File: src/rtl/psg_spi_bridge.sv
// rtl/psg_spi_bridge.sv - SPI slave receiving PSG command bytes, buffered and paced onto a register-write strobe
module psg_spi_bridge #(
    parameter int FIFO_DEPTH = 4,
    parameter int WRITE_GAP  = 32
) (
    input  logic                        clk,
    input  logic                        reset,
    input  logic                        spi_sck,
    input  logic                        spi_cs_n,
    input  logic                        spi_mosi,
    output logic                        spi_miso,
    output logic [7:0]                  psg_data,
    output logic                        psg_we,
    output logic [$clog2(FIFO_DEPTH):0] fifo_level,
    output logic                        overflow
);

    localparam int AW = $clog2(FIFO_DEPTH);
    localparam int LW = AW + 1;
    localparam int GW = $clog2(WRITE_GAP + 1);
    localparam logic [LW-1:0] FULL_LEVEL = LW'(FIFO_DEPTH);
    localparam logic [GW-1:0] GAP_RELOAD = GW'(WRITE_GAP - 1);

    logic          sck_s1_q, sck_s1_d, sck_s2_q, sck_s2_d, sck_prev_q, sck_prev_d;
    logic          cs_s1_q, cs_s1_d, cs_s2_q, cs_s2_d;
    logic          mosi_s1_q, mosi_s1_d, mosi_s2_q, mosi_s2_d;
    logic          rise_q, rise_d, fall_q, fall_d;
    logic          mosi_bit_q, mosi_bit_d;
    logic [2:0]    bit_cnt_q, bit_cnt_d;
    logic [6:0]    shift_q, shift_d;
    logic [7:0]    tx_q, tx_d;
    logic [7:0]    fifo_q [FIFO_DEPTH];
    logic [7:0]    fifo_d [FIFO_DEPTH];
    logic [AW-1:0] wr_ptr_q, wr_ptr_d, rd_ptr_q, rd_ptr_d;
    logic [LW-1:0] level_q, level_d;
    logic [GW-1:0] gap_q, gap_d;
    logic [7:0]    psg_data_q, psg_data_d;
    logic          psg_we_q, psg_we_d;
    logic          overflow_q, overflow_d;

    logic          bit_act;
    logic          push;
    logic          push_ok;
    logic          pop;
    logic          full;
    logic [7:0]    rx_byte;
    logic [7:0]    status_byte;

    always_comb begin
        sck_s1_d   = spi_sck;
        sck_s2_d   = sck_s1_q;
        sck_prev_d = sck_s2_q;
        cs_s1_d    = spi_cs_n;
        cs_s2_d    = cs_s1_q;
        mosi_s1_d  = spi_mosi;
        mosi_s2_d  = mosi_s1_q;
        // Edges are registered once more so the data bit travels with its strobe.
        rise_d     = sck_s2_q & ~sck_prev_q;
        fall_d     = ~sck_s2_q & sck_prev_q;
        mosi_bit_d = rise_d ? mosi_s2_q : mosi_bit_q;
    end

    always_comb begin
        bit_act   = rise_q & ~cs_s2_q;
        rx_byte   = {shift_q, mosi_bit_q};
        push      = bit_act && (bit_cnt_q == 3'd7);
        full      = (level_q == FULL_LEVEL);
        pop       = (level_q != '0) && (gap_q == '0);
        push_ok   = push && (!full || pop);

        bit_cnt_d = bit_cnt_q;
        shift_d   = shift_q;
        if (cs_s2_q) begin
            bit_cnt_d = 3'd0;
            shift_d   = 7'd0;
        end else if (bit_act) begin
            bit_cnt_d = bit_cnt_q + 3'd1;
            shift_d   = rx_byte[6:0];
        end

        fifo_d   = fifo_q;
        wr_ptr_d = wr_ptr_q;
        rd_ptr_d = rd_ptr_q;
        if (push_ok) begin
            fifo_d[wr_ptr_q] = rx_byte;
            wr_ptr_d         = wr_ptr_q + AW'(1);
        end
        if (pop) begin
            rd_ptr_d = rd_ptr_q + AW'(1);
        end

        case ({push_ok, pop})
            2'b10:   level_d = level_q + LW'(1);
            2'b01:   level_d = level_q - LW'(1);
            default: level_d = level_q;
        endcase

        overflow_d = overflow_q | (push & full & ~pop);

        if (pop) begin
            gap_d = GAP_RELOAD;
        end else if (gap_q != '0) begin
            gap_d = gap_q - GW'(1);
        end else begin
            gap_d = gap_q;
        end

        psg_data_d = pop ? fifo_q[rd_ptr_q] : psg_data_q;
        psg_we_d   = pop;

        // Status is reloaded for as long as no bit of the current byte has been clocked.
        status_byte = {overflow_q, 3'b000, 4'(level_q)};
        tx_d        = tx_q;
        if (bit_cnt_q == 3'd0) begin
            tx_d = status_byte;
        end else if (fall_q && !cs_s2_q) begin
            tx_d = {tx_q[6:0], 1'b0};
        end
    end

    always_ff @(posedge clk) begin
        if (reset) begin
            sck_s1_q   <= 1'b0;
            sck_s2_q   <= 1'b0;
            sck_prev_q <= 1'b0;
            cs_s1_q    <= 1'b1;
            cs_s2_q    <= 1'b1;
            mosi_s1_q  <= 1'b0;
            mosi_s2_q  <= 1'b0;
            rise_q     <= 1'b0;
            fall_q     <= 1'b0;
            mosi_bit_q <= 1'b0;
            bit_cnt_q  <= 3'd0;
            shift_q    <= 7'd0;
            tx_q       <= 8'd0;
            for (int i = 0; i < FIFO_DEPTH; i++) begin
                fifo_q[i] <= 8'd0;
            end
            wr_ptr_q   <= '0;
            rd_ptr_q   <= '0;
            level_q    <= '0;
            gap_q      <= '0;
            psg_data_q <= 8'd0;
            psg_we_q   <= 1'b0;
            overflow_q <= 1'b0;
        end else begin
            sck_s1_q   <= sck_s1_d;
            sck_s2_q   <= sck_s2_d;
            sck_prev_q <= sck_prev_d;
            cs_s1_q    <= cs_s1_d;
            cs_s2_q    <= cs_s2_d;
            mosi_s1_q  <= mosi_s1_d;
            mosi_s2_q  <= mosi_s2_d;
            rise_q     <= rise_d;
            fall_q     <= fall_d;
            mosi_bit_q <= mosi_bit_d;
            bit_cnt_q  <= bit_cnt_d;
            shift_q    <= shift_d;
            tx_q       <= tx_d;
            fifo_q     <= fifo_d;
            wr_ptr_q   <= wr_ptr_d;
            rd_ptr_q   <= rd_ptr_d;
            level_q    <= level_d;
            gap_q      <= gap_d;
            psg_data_q <= psg_data_d;
            psg_we_q   <= psg_we_d;
            overflow_q <= overflow_d;
        end
    end

    assign spi_miso   = ~cs_s2_q & tx_q[7];
    assign psg_data   = psg_data_q;
    assign psg_we     = psg_we_q;
    assign fifo_level = level_q;
    assign overflow   = overflow_q;

endmodule

File: config.mk
export PLATFORM = sky130hd
export DESIGN_NAME = psg_spi_bridge
export DESIGN_NICKNAME = d
export VERILOG_FILES = /design/src/rtl/psg_spi_bridge.sv
export SDC_FILE = /design/constraint.sdc
export NUM_CORES = 1
export LEC_CHECK = 0
export CORE_MARGIN = 5
export CORE_UTILIZATION = 51
export CTS_CLUSTER_DIAMETER = 100
export DETAILED_ROUTE_END_ITERATION = 7
export MAX_ROUTING_LAYER = met4
export PLACE_DENSITY = 0.69
export REMOVE_ABC_BUFFERS = 1
export SYNTH_ARGS = -nofsm -noshare
export SYNTH_HDL_FRONTEND = slang
export SYNTH_SLANG_ARGS = --single-unit
File: constraint.sdc
create_clock -name clk -period 5.5 [get_ports clk]
set_clock_uncertainty 0.15 [all_clocks]
set_input_delay 1.1 -clock clk [delete_from_list [all_inputs] [get_ports clk]]
set_output_delay 1.1 -clock clk [all_outputs]
set_load 0.03 [all_outputs]
**Word level (Yosys, flattened, before mapping)**

Index checks and enable logic that the tools add are counted.

- Flip-flop bits (word level): 83
- Word-level logic and storage cells: 81

- Bitwise gates (word level): 13
- Muxes and demuxes: 11
- $lt $le $gt $ge: 3
- Equal/unequal tests: 4
- Reduce and logical (&&, ||, !) cells: 18
- Add/subtract/negate cells: 6

Operators by type and width:

| kind | count |
|---|---|
| two-way mux 8 bit | 5 |
| bitwise mux 32 bit | 1 |
| binary-select mux 8 bit (select 2 bit) | 1 |
| demux 8 bit (select 2 bit) | 1 |
| two-way mux 5 bit | 2 |
| adder 3 x 1 -> 3 bit (second input constant) | 2 |
| bitwise AND 1 bit | 6 |
| equality test 3 bit (second input constant) | 2 |
| >= comparator 3 bit (second input constant) | 2 |
| logical NOT 6 bit | 1 |
| inverter 2 -> 3 bit | 2 |
| one-hot mux 3 bit (2 select lines) | 1 |
| nonzero test 2 bit | 3 |
| nonzero test 6 bit | 1 |
| OR reduction 2 bit | 3 |
| subtractor 6 x 1 -> 6 bit (second input constant) | 1 |
| logical AND 1 bit | 5 |
| adder 2 x 1 -> 2 bit (second input constant) | 2 |
| inverter 1 bit | 4 |
| logical NOT 3 bit | 1 |
| less-than comparator 3 x 1 -> 1 bit (second input constant) | 1 |
| nonzero test 3 bit | 1 |
| subtractor 3 x 1 -> 3 bit (second input constant) | 1 |
| equality test 2 x 1 -> 1 bit (second input constant) | 1 |
| other kinds (4) | 5 |

**Depth between registers and ports, before layout**

- Depth in word-level cells: 6
- Mapped depth: 10

**Worst setup path after synthesis**

OpenSTA, ideal clock, no wires.

- Kind: flip-flop to flip-flop
- From: register bit_cnt_q[0]
- To: register level_q[2], in the netlist fifo_level[2]
- Path buffers: 0
- Clock period less this slack: 2.854 ns
- Library setup time: 0.071 ns
- Data arrival time: 2.634 ns
- Slack: 2.646 ns
- Cell stages (with the launch flop): 11
- Cells stage by stage: dfxtp_1 ha_1 ha_1 or4bb_1 o22ai_4 inv_1 ha_1 fa_1 xnor2_1 or3_1 a21oi_1

- Longest elaborated chain between the ends: 5
- Elaborated cells on any way between the ends: 7
- Classes of those cells: eq/ne (3); mux (1); reduce/logical (3)

RTL lines:

| what | RTL line | text |
|---|---|---|
| from (decl) | 29 | `logic [2:0] bit_cnt_q, bit_cnt_d;` |
| from (signal assigned) | 157 | `bit_cnt_q <= bit_cnt_d;` |
| equality test 3 bit (*) | 66 | `push = bit_act && (bit_cnt_q == 3'd7);` |
| logical AND 1 bit (*) | 66 |  |
| logical AND 1 bit (*) | 69 | `push_ok = push && (!full \|\| pop);` |
| equality test 2 x 1 -> 1 bit or equality test 2 bit (tied branches) | 92 | `case ({push_ok, pop})` |
| one-hot mux 3 bit (2 select lines) or nonzero test 2 bit (tied branches) | n/a |  |
| to (signal assigned) | 163 | `level_q <= level_d;` |
| to (decl) | 35 | `logic [LW-1:0] level_q, level_d;` |

Mark *: on every way between the ends. The rest lies on a longest branch, timed or not.
A chain may end at the register's enable or synchronous reset.

**Worst setup path in the final report**

- From: register rise_q
- To: register level_q[2], in the netlist fifo_level[2]

- Longest elaborated chain between the ends: 5
- Elaborated cells on any way between the ends: 7
- Classes of those cells: eq/ne (2); mux (1); bitwise (1); reduce/logical (3)

RTL lines:

| what | RTL line | text |
|---|---|---|
| from (decl) | 27 | `logic rise_q, rise_d, fall_q, fall_d;` |
| from (signal assigned) | 154 | `rise_q <= rise_d;` |
| bitwise AND 1 bit (*) | 64 | `bit_act = rise_q & ~cs_s2_q;` |
| logical AND 1 bit (*) | 66 |  |
| logical AND 1 bit (*) | 69 |  |
| equality test 2 x 1 -> 1 bit or equality test 2 bit (tied branches) | 92 |  |
| one-hot mux 3 bit (2 select lines) or nonzero test 2 bit (tied branches) | n/a |  |

Marks and branches as above.

==> qor.yml <==
critical_path:
  maximum_fanout_count_along_the_critical_path: 12
  crit_type: "flip-flop to flip-flop"
  worst_setup_path_start_kind: "flip-flop"
  crit_path_end_kind: "flip-flop"
  critical_path_arrival_ps: 3360
  worst_ep_required_time_ps: 5630
synthesis:
  syn_inst: 325
  ys_seq_elements: 83
  number_of_enable_type_register_cells_in_the_synthesized_netlist: 0
  synthMostInstantiatedCell: "sky130_fd_sc_hd__dfxtp_1"
  synth_top_cell_area_share_pct: 47.13
  synth_ff_type: "sky130_fd_sc_hd__dfxtp_1"
  synth_cell_type_count: 31
  ys.warnings.count: 0
  synth-seq-area-share_pct: 47.13
  synth.cells.most_frequent: "sky130_fd_sc_hd__dfxtp_1, sky130_fd_sc_hd__mux2i_1, sky130_fd_sc_hd__nand2b_1, sky130_fd_sc_hd__nor2_1, sky130_fd_sc_hd__nor3_1"
  post-synth-top-area-cell: "sky130_fd_sc_hd__dfxtp_1"
  synthTopCellsByArea: "sky130_fd_sc_hd__dfxtp_1, sky130_fd_sc_hd__mux2i_1, sky130_fd_sc_hd__nand2b_1"
  share_of_async_settable_or_async_resettable_flops_after_synthesis_pct: 0
  post_synth_instance_area_um2: 3526
  post_synthesis_mean_instance_area_um2: 10.85
cells_and_area:
  instances_no_fill: 425
  signed_area_change_from_the_synthesized_netlist_to_the_final_layout_pct: 11.25
  num_antenna_cells: 0
  final_layout_size_suffix_gt1_share_pct: 9.855
  fin_nets: 356
floorplanning:
  die_h_um: 93.15
  design.core.area_um2: 6756
  num_rows: 30
  start_util_pct: 52.19
  fp.dieArea_um2: 8676
  width_of_the_die_um: 93.15
  io_pins: 19
sta:
  fin_setup_tns_ps: 0
  tightestPinTransition_ps: 708.4
  final_max_slew_viol_count: 0
  slew_headroom_pct: 52.77
  post-route-min-period_ps: 3230
  rsz_0062_raised_after_global_routing: "no"
  endpoints_failing_hold: 0
  maximum_operating_frequency_ghz: 0.3096
  layout_worst_path_cycle_share_pct: 58.73
  setup_viol: 0
  postLayoutSetupSlackWorst_ps: 2270
  fin_worst_hold_slack_ps: 265.3
place:
  globalplace.congestion: 0.7275
  dpl.cell_count: 409
  dp_slack_ps: 2302
  port_buffers: 18
  placed_wire_length_estimate_after_detailed_placement_um: 3999
power_and_ir_drop:
  netSwitchingPower_uw: 302.9
  power_frac_comb_pct: 10.7
  sw_frac_of_total_pct: 26.21
  design_power_total_uw: 1156
  power.sequential.fraction_pct: 55.9
  powerDensity_nw_per_um2: 294.6
  internal_power_uw: 852.7
  power_frac_clock_pct: 33.4
  vdd_drop_max_mv: 0.2082
  leak_pwr_uw: 0.001625
cts:
  cts.sink_count: 83
  post_cts_clock_slew_at_the_launch_and_capture_registers_of_the_worst_setup_and_hold_paths_ps: 80
  cts_resized: 0
  cts_root_buffer: "sky130_fd_sc_hd__clkbuf_8"
  max-clock-path-buffers: 2
  postCtsSetupBuffers: 0
  cts_buffers: 9
  hold_buffers: 0
  cts_tree: "built"
  clock_tree.htree_level_count: 3
  worstSkewPairLatency_ps: 350
route:
  overall_via_count_from_detail_route: 2255
  drt-total-wl_um: 6219
  drc_errors: 0
  via_per_inst: 5.306
  drt-initial-drc-count: 109
  antenna_left: 0
  routedWlPerCell_um: 14.63
  dr.pass1.iters: 4
global_routing:
  grt_pass1_vias: 2249
  largest_net_degree_at_the_start_of_global_routing: 82
  grt_first_pass_wirelength_um: 10680
  grt.total_usage_pct: 16.27
  overflow: 0
  antenna_found_initial: 0
flow_run:
  max_cap_violations: 0
min_path:
  min_path_type: "flip-flop to flip-flop"
run_status:
  outcome: "complete, no violations"
-- per-layer routing --
layer	wire length (um)	up-vias	global-route usage, %	share of wire [%]
met3	166	13	5.551	2.7
met4	109	0	5.372	1.8
li1	-	1138	-	-
met2	2942	23	24.96	47
met1	3001	1081	20.22	48
met5	0	-	-	0
-- flip-flops by register name (all words and copies together), names as in the netlist, 2 cells and up --
name / flops
fifo_level: 3
tx_q: 8
psg_data: 8
rd_ptr_q: 2
shift_q: 7
fifo_q: 32
gap_q: 6
wr_ptr_q: 2
bit_cnt_q: 3
-- worst paths after layout --
path                start       endpoint  slack, ps  depth (start not counted)
hold reg to reg   cs_s1_q        cs_s2_q        270                          1
setup / recovery   rise_q  fifo_level[2]       2270                          8
setup reg to reg   rise_q  fifo_level[2]       2270                          8
hold / removal    cs_s1_q        cs_s2_q        270                          1
-- critical path: stages (launching register included) --
cell and delay, ps:
sky130_fd_sc_hd__dfxtp_1 730, sky130_fd_sc_hd__or4b_1 550, sky130_fd_sc_hd__o22ai_4 380, sky130_fd_sc_hd__inv_1 100, sky130_fd_sc_hd__ha_1 250, sky130_fd_sc_hd__fa_1 390
sky130_fd_sc_hd__xnor2_1 150, sky130_fd_sc_hd__or3_1 310, sky130_fd_sc_hd__a21oi_1 140
-- final cells by class --
class	instances	area [um^2]
clock buffers	12	145.1
clock inverters	4	26.28
fillers	589	2834
inverters	8	30.03
multi-input cells	218	1769
flip-flops and latches	83	1662
well taps	80	100.1
repair buffers	20	190.2
-- metrics by stage --
stage | instance area [um^2] | utilization [%]
final | 3923 | 58.06
after global routing | 3923 | 58.06
after global placement | 3751 | 55.52
after floorplan | 3456 | -
after detailed placement | 3751 | 55.52
after CTS | 3923 | 58.06
-- logic make-up (layout without fill, tap and decap cells) --
family          count (synthesis)  after routing  share of synthesized area (%)
buf+inv                        24             44                          2.839
fa+ha+maj                      11             11                          4.116
compound gates                 18             18                          3.690
flops                          83             83                          47.13
xor+xnor                        7              7                          1.739
mux                            67             67                          21.86
simple gates                  115            115                          18.63
-- cells in the final DEF (no fill, tap or decap), types with 2 or more instances in the layout --
master / Yosys / final
sky130_fd_sc_hd__inv_1: 8 / 8
sky130_fd_sc_hd__or4b_1: 2 / 2
sky130_fd_sc_hd__mux4_2: 8 / 8
sky130_fd_sc_hd__nor3b_1: 2 / 2
sky130_fd_sc_hd__or2_2: 3 / 3
sky130_fd_sc_hd__nand2_4: 4 / 4
sky130_fd_sc_hd__nor2_1: 30 / 30
sky130_fd_sc_hd__xnor2_1: 4 / 4
sky130_fd_sc_hd__a211oi_1: 9 / 9
sky130_fd_sc_hd__dfxtp_1: 83 / 83
sky130_fd_sc_hd__xor2_1: 3 / 3
sky130_fd_sc_hd__buf_4: 0 / 2
sky130_fd_sc_hd__mux2i_1: 59 / 59
sky130_fd_sc_hd__clkbuf_1: 10 / 2
sky130_fd_sc_hd__or3_1: 3 / 3
sky130_fd_sc_hd__nor2b_1: 9 / 9
sky130_fd_sc_hd__clkinv_2: 0 / 2
sky130_fd_sc_hd__a21oi_1: 5 / 5
sky130_fd_sc_hd__nand3b_1: 2 / 2
sky130_fd_sc_hd__clkbuf_8: 0 / 10
sky130_fd_sc_hd__nand2_1: 4 / 4
sky130_fd_sc_hd__nand2b_1: 42 / 42
sky130_fd_sc_hd__clkdlybuf4s50_1: 0 / 17
sky130_fd_sc_hd__o21ai_0: 2 / 2
sky130_fd_sc_hd__ha_1: 10 / 10
sky130_fd_sc_hd__nor3_1: 11 / 10
-- power by group through the flow --
| stage | Sequential, uW | Combinational [uW] | Clock [uW] |
|---|---|---|---|
| finish | 646 | 123 | 386 |
| CTS | 646 | 124 | 398 |
| global route | 650 | 139 | 428 |
| detailed placement | 660 | 123 | 0 |
| floorplan | 655 | 92.5 | 0 |
| global placement | 660 | 119 | 0 |
Power figures use the tool's default switching activity.
